--- src/rtl/usr_pkg.sv ---
// usr_pkg
// Shared constants for the universal shift register: width of the mode
// select and the four mode encodings.
package usr_pkg;

    localparam int USR_SEL_W = 2;

    localparam logic [USR_SEL_W-1:0] USR_HOLD = 2'b00;
    localparam logic [USR_SEL_W-1:0] USR_SHR  = 2'b01;
    localparam logic [USR_SEL_W-1:0] USR_SHL  = 2'b10;
    localparam logic [USR_SEL_W-1:0] USR_LOAD = 2'b11;

endpackage

--- src/rtl/usr_bit_cell.sv ---
// usr_bit_cell
// One bit of the universal shift register: a 4:1 mux feeding a D flop
// with synchronous active-low clear.
// Ports:
//   clk_i    clock, rising edge
//   clr_i    synchronous clear, active low
//   sel_i    mode select (hold / shift right / shift left / load)
//   left_i   neighbour on the MSB side, taken on a right shift
//   right_i  neighbour on the LSB side, taken on a left shift
//   par_i    parallel load bit
//   q_o      stored bit
module usr_bit_cell
    import usr_pkg::*;
(
    input  logic                 clk_i,
    input  logic                 clr_i,
    input  logic [USR_SEL_W-1:0] sel_i,
    input  logic                 left_i,
    input  logic                 right_i,
    input  logic                 par_i,
    output logic                 q_o
);

    logic q_q;
    logic q_d;

    always_comb begin
        q_d = q_q;
        case (sel_i)
            USR_HOLD: q_d = q_q;
            USR_SHR:  q_d = left_i;
            USR_SHL:  q_d = right_i;
            USR_LOAD: q_d = par_i;
            default:  q_d = q_q;
        endcase
    end

    always_ff @(posedge clk_i) begin
        if (!clr_i) begin
            q_q <= 1'b0;
        end else begin
            q_q <= q_d;
        end
    end

    assign q_o = q_q;

endmodule

--- src/rtl/universal_shift_reg_top.sv ---
// universal_shift_reg_top
// Loadable, bidirectionally shiftable register built from DATA_WIDTH bit
// cells. Mode is chosen every rising edge by sel_mux.
// Ports:
//   i_clk    clock, rising edge
//   clr      synchronous clear, active low, priority over all modes
//   in       parallel load data
//   sel_mux  00 hold, 01 shift right, 10 shift left, 11 load
//   sr       serial bit entering the MSB on a right shift
//   sl       serial bit entering the LSB on a left shift
//   q_out    register contents (straight from flops)
//   so_r     q_out[0], bit lost by the next right shift  (USR_SERIAL_OUT_EN)
//   so_l     q_out[MSB], bit lost by the next left shift (USR_SERIAL_OUT_EN)
// Configuration macro: USR_SERIAL_OUT_EN adds so_r / so_l.
module universal_shift_reg_top
    import usr_pkg::*;
#(
    parameter int DATA_WIDTH = 4
) (
    input  logic                  i_clk,
    input  logic                  clr,
    input  logic [DATA_WIDTH-1:0] in,
    input  logic [USR_SEL_W-1:0]  sel_mux,
    input  logic                  sr,
    input  logic                  sl,
`ifdef USR_SERIAL_OUT_EN
    output logic                  so_r,
    output logic                  so_l,
`endif
    output logic [DATA_WIDTH-1:0] q_out
);

    logic [DATA_WIDTH-1:0] q_q;

    // Boundary cells take the serial inputs in place of a missing neighbour.
    for (genvar i = 0; i < DATA_WIDTH; i++) begin : g_cell
        logic left_n;
        logic right_n;

        if (i == DATA_WIDTH-1) begin : g_msb
            assign left_n = sr;
        end else begin : g_mid_l
            assign left_n = q_q[i+1];
        end

        if (i == 0) begin : g_lsb
            assign right_n = sl;
        end else begin : g_mid_r
            assign right_n = q_q[i-1];
        end

        usr_bit_cell u_cell (
            .clk_i   (i_clk),
            .clr_i   (clr),
            .sel_i   (sel_mux),
            .left_i  (left_n),
            .right_i (right_n),
            .par_i   (in[i]),
            .q_o     (q_q[i])
        );
    end

    assign q_out = q_q;

`ifdef USR_SERIAL_OUT_EN
    assign so_r = q_q[0];
    assign so_l = q_q[DATA_WIDTH-1];
`endif

endmodule

--- config.mk ---
export PLATFORM = sky130hd
export DESIGN_NAME = universal_shift_reg_top
export DESIGN_NICKNAME = d
export VERILOG_FILES = /design/src/rtl/usr_pkg.sv /design/src/rtl/usr_bit_cell.sv /design/src/rtl/universal_shift_reg_top.sv
export SDC_FILE = /design/constraint.sdc
export NUM_CORES = 1
export LEC_CHECK = 0
export ABC_CLOCK_PERIOD_IN_PS = 800
export BUFFER_PORTS_ARGS = -buffer_cell sky130_fd_sc_hd__buf_2
export CORE_AREA = 4 4 41 43
export DETAILED_ROUTE_END_ITERATION = 12
export DIE_AREA = 0 0 45 47
export PLACE_DENSITY = 0.44
export RECOVER_POWER = 25
export SLEW_MARGIN = 20
export SYNTH_ARGS = -nofsm -noshare
export SYNTH_HDL_FRONTEND = slang
export SYNTH_SLANG_ARGS = --single-unit
--- constraint.sdc ---
create_clock -name i_clk -period 0.8 [get_ports i_clk]
set_input_delay 0.16 -clock i_clk [delete_from_list [all_inputs] [get_ports i_clk]]
set_output_delay 0.16 -clock i_clk [all_outputs]
set_load 0.02 [all_outputs]
=== Word-level counts from Yosys, hierarchy flattened ===
Index checks and enable logic that the tools add are counted.

* Equal/unequal tests: 3
* Multiplexer cells: 4
* Reductions and logical operators: 1

{| class="wikitable"
|+ Operator list
! operator !! count
|-
| case mux 1 bit (3 select lines) || 4
|-
| equality test 2 bit (second input constant) || 2
|-
| equality test 2 x 1 -> 1 bit (second input constant) || 1
|-
| zero test 2 bit || 1
|}

* Register bits: 4
* Logic and storage cells: 12

=== Longest topological paths before layout ===
* Word-level depth: 2
* Gate-level depth with buffers: 3
* Gate-level depth less buffers: 2

=== By module ===
Synthesis repeated with hierarchy kept, for this count alone.

* Cells, all modules: 16
* Area total of the unflattened synthesis: 225.2 um^2

{| class="wikitable"
|+ By module, submodules not included
! module !! area an instance (um^2) !! instances !! cells an instance
|-
| usr_bit_cell || 48.8 || 4 || 3
|-
| universal_shift_reg_top || 30.0 || 1 || 4
|}

=== Worst setup path after synthesis ===
Ideal clock, no wire load.

* Kind: input port to flip-flop
* Start point: in sel_mux[0]
* End point: reg g_cell[1].u_cell.q_q
* Buffers on the path: 1
* Stages on the path: 3
* Slack: 0.139 ns
* Arrival time: 0.538 ns
* Cells stage by stage: buf_6 > mux2i_1 > o22ai_1

* Word-level cells in the longest chain between the ends: 2

{| class="wikitable"
|+ RTL lines
! what !! RTL line !! RTL
|-
| start: declaration || universal_shift_reg_top.sv:23 || <nowiki>input logic [USR_SEL_W-1:0] sel_mux,</nowiki>
|-
| equality test 2 bit or equality test 2 x 1 -> 1 bit (tied branches) || usr_bit_cell.sv:29 || <nowiki>case (sel_i)</nowiki>
|-
| case mux 1 bit (3 select lines) || usr_bit_cell.sv:29 ||
|-
| end signal: assignment || usr_bit_cell.sv:42 || <nowiki>q_q <= q_d;</nowiki>
|-
| end: declaration || usr_bit_cell.sv:24 || <nowiki>logic q_q;</nowiki>
|}

Several ways; a longest one is shown, not always the timed one.
A chain may end at the register's enable or synchronous reset.

=== Worst setup path in the final report ===
* Start point: reg g_cell[3].u_cell.q_q
* End point: out q_out[3]

{| class="wikitable"
|+ RTL lines
! what !! RTL line !! RTL
|-
| start: declaration || usr_bit_cell.sv:24 ||
|-
| start signal: assignment || usr_bit_cell.sv:42 ||
|-
| end: declaration || universal_shift_reg_top.sv:30 || <nowiki>output logic [DATA_WIDTH-1:0] q_out</nowiki>
|}

No word-level cell between the ends.

==> flow_summary.ini <==
[clock_tree]
clk_pin_slew_ns = 0.04
clockRootBuffer = clkbuf_4
cts_buffer_depth = 2
cts_sinks = 4
clk_latency_ns = 0.23
cts_tree = built
htreeDepth = 1
cts_buffers = 3

[logic_synthesis]
syn_nets = 33
synth-edff-count = 0
synthCells = 23
ys.flop_type = dfxtp_1
ys_ff_latch = 4
synth_common_cells = 8 x mux2i_1, 4 x buf_4, 4 x dfxtp_1, 4 x o22ai_1
synth_area_um2 = 236
synth_top_area_share_pct = 33.9
synth_seq_area_share_pct = 33.9
synth-async-reset-ratio_pct = 0
ys_types = 7
synth_most_common_cell = mux2i_1
synth_area_per_cell_um2 = 10.3
yosys_warnings = 0
synth_area_leaders = dfxtp_1 34%, mux2i_1 34%, buf_4 13%
synth_area_leader_cell = dfxtp_1

[power]
vdd_drop_max_mv = 0.593
p_per_area_mw_per_mm2 = 1700
p_leak_nw = 0.177

[setup_path]
worstPathCellList = buf_6
crit_path_top_delay_cell = dfxtp_2
cp_top_family = flip-flops
path_max_fanout = 3
end_kind = output pin
crit_buf_inv = 1
path_class = register to output pin
start_kind = register
worst_ep_required_time_ns = 0.64
cp.arrival_ns = 0.69
max_stage_delay_ns = 0.34
reg2reg_slack_ns = -0.03

[global_routing]
grt_pass1_wl_um = 862
grt-ovfl-total = 0
grt_pass1_vias = 220
antenna_found_initial = 0
grt_start_max_net_pins = 9
track_usage_pct = 6.16

[layout]
syn2layout_area_growth_pct = 54.5
post-route-util_pct = 28.1
nets = 49
largest_reg_flops = 4
n_antenna_cell = 0
drive_gt1_share_pct = 64.9

[die]
die_y_um = 47
design.core.area_mm2 = 0.00130
pin_count = 14
die_w_um = 45
num_rows = 13
start_util_pct = 18.2
die-area_mm2 = 0.00212

[timing]
setup_viol = 5
final.setup.tns_ns = -0.230
tightest_slew_ns = 0.224
max-slew-margin-rel_pct = 85.1
timing.fmax_mhz = 1170
hold_slack_ns = 0.209
drv_slew = 0
finalCritPeriodShare_pct = 107
worst_slack_ns = -0.0531
fin_crit_ns = 0.853
hold_violations = 0
rsz0062_at_grt = true
finClkSkew_ns = 0.00211

[outcome]
status = finished, violations left
violations = negative setup slack

[detailed_routing]
vias_per_cell = 4.04
drtIter0Drc = 0
ant_nets = 0
first_pass_iters = 1
routed_wl_um = 565
post_drt_wl_per_cell_um = 10.9
drcViolationCount = 0
vias = 210

[place]
globalplace.congestion = 0.687
portBuffers = 13

[worst_hold_path]
hold_path_class = input pin to register

[run]
maxCapViolations = 0
-- layer usage --
| layer | track usage [%] | wire [um] |
|---|---|---|
| met1 | 5.91 | 214 |
| met3 | 2.30 | 15 |
| met5 | 0 | 0 |
| met4 | 7.02 | 0 |
| met2 | 9.60 | 335 |
-- where the power goes --
group | leakage (nW) | internal, W | switching [W]
Sequential | 0.0344 | 0.000216 | 0.0000123
Combinational | 0.128 | 0.0000810 | 0.0000598
Clock | 0.0138 | 0.000168 | 0.0000833
Total | 0.177 | 0.000465 | 0.000155
-- area by class of cell --
class                           count  area (um2)
Sequential cell                     4        85.1
Clock buffer                        3        22.5
Fill cell                         149         936
Timing Repair Buffer               16         120
Multi-Input combinational cell     14         119
Tap cell                           15        18.8
-- metrics by stage --
step	worst slack [ns]	cell area (um2)	power (W)	cells
finish	-0.0531	365	0.000621	52
global placement	-0.0274	279	0.000331	46
detailed placement	-0.0486	279	0.000332	46
floorplan	0.139	236	0.000310	23
CTS	-0.0638	354	0.000632	52
global route	-0.0880	365	0.000661	52
-- worst paths after layout --
path,cells after the start,to,start
worst min-delay path,3,g_cell[1].u_cell.q_o,in[1]
worst min register to register,2,g_cell[3].u_cell.q_o,g_cell[2].u_cell.q_o
worst max register to register,3,g_cell[2].u_cell.q_o,g_cell[2].u_cell.q_o
worst max-delay path,1,q_out[3],g_cell[3].u_cell.q_o
-- placed cells by master (no fill, tap or decap) --
cell,instances
o22ai_1,4
mux2i_2,1
clkbuf_4,3
mux2i_1,7
buf_6,6
buf_2,9
buf_4,1
nand2b_1,1
dfxtp_2,4
nand2_1,1
-- logic make-up (layout without fill, tap and decap cells) --
logic type / after synthesis / in the layout / share of synthesized area [%]
multiplexers: 8 / 8 / 33.9
buffers and inverters: 5 / 19 / 17.5
AO/OA/AOI/OAI: 4 / 4 / 10.6
flip-flops: 4 / 4 / 33.9
AND/OR/NAND/NOR: 2 / 2 / 4.23
-- timing repair --
item	CTS	global route
gates cloned	0	0
buffers inserted	3	0
hold buffers	0	0
setup endpoints to repair	4	7
resized for setup	12	3
pin swaps	1	2
No activity file was read; power rests on OpenSTA's default activity.
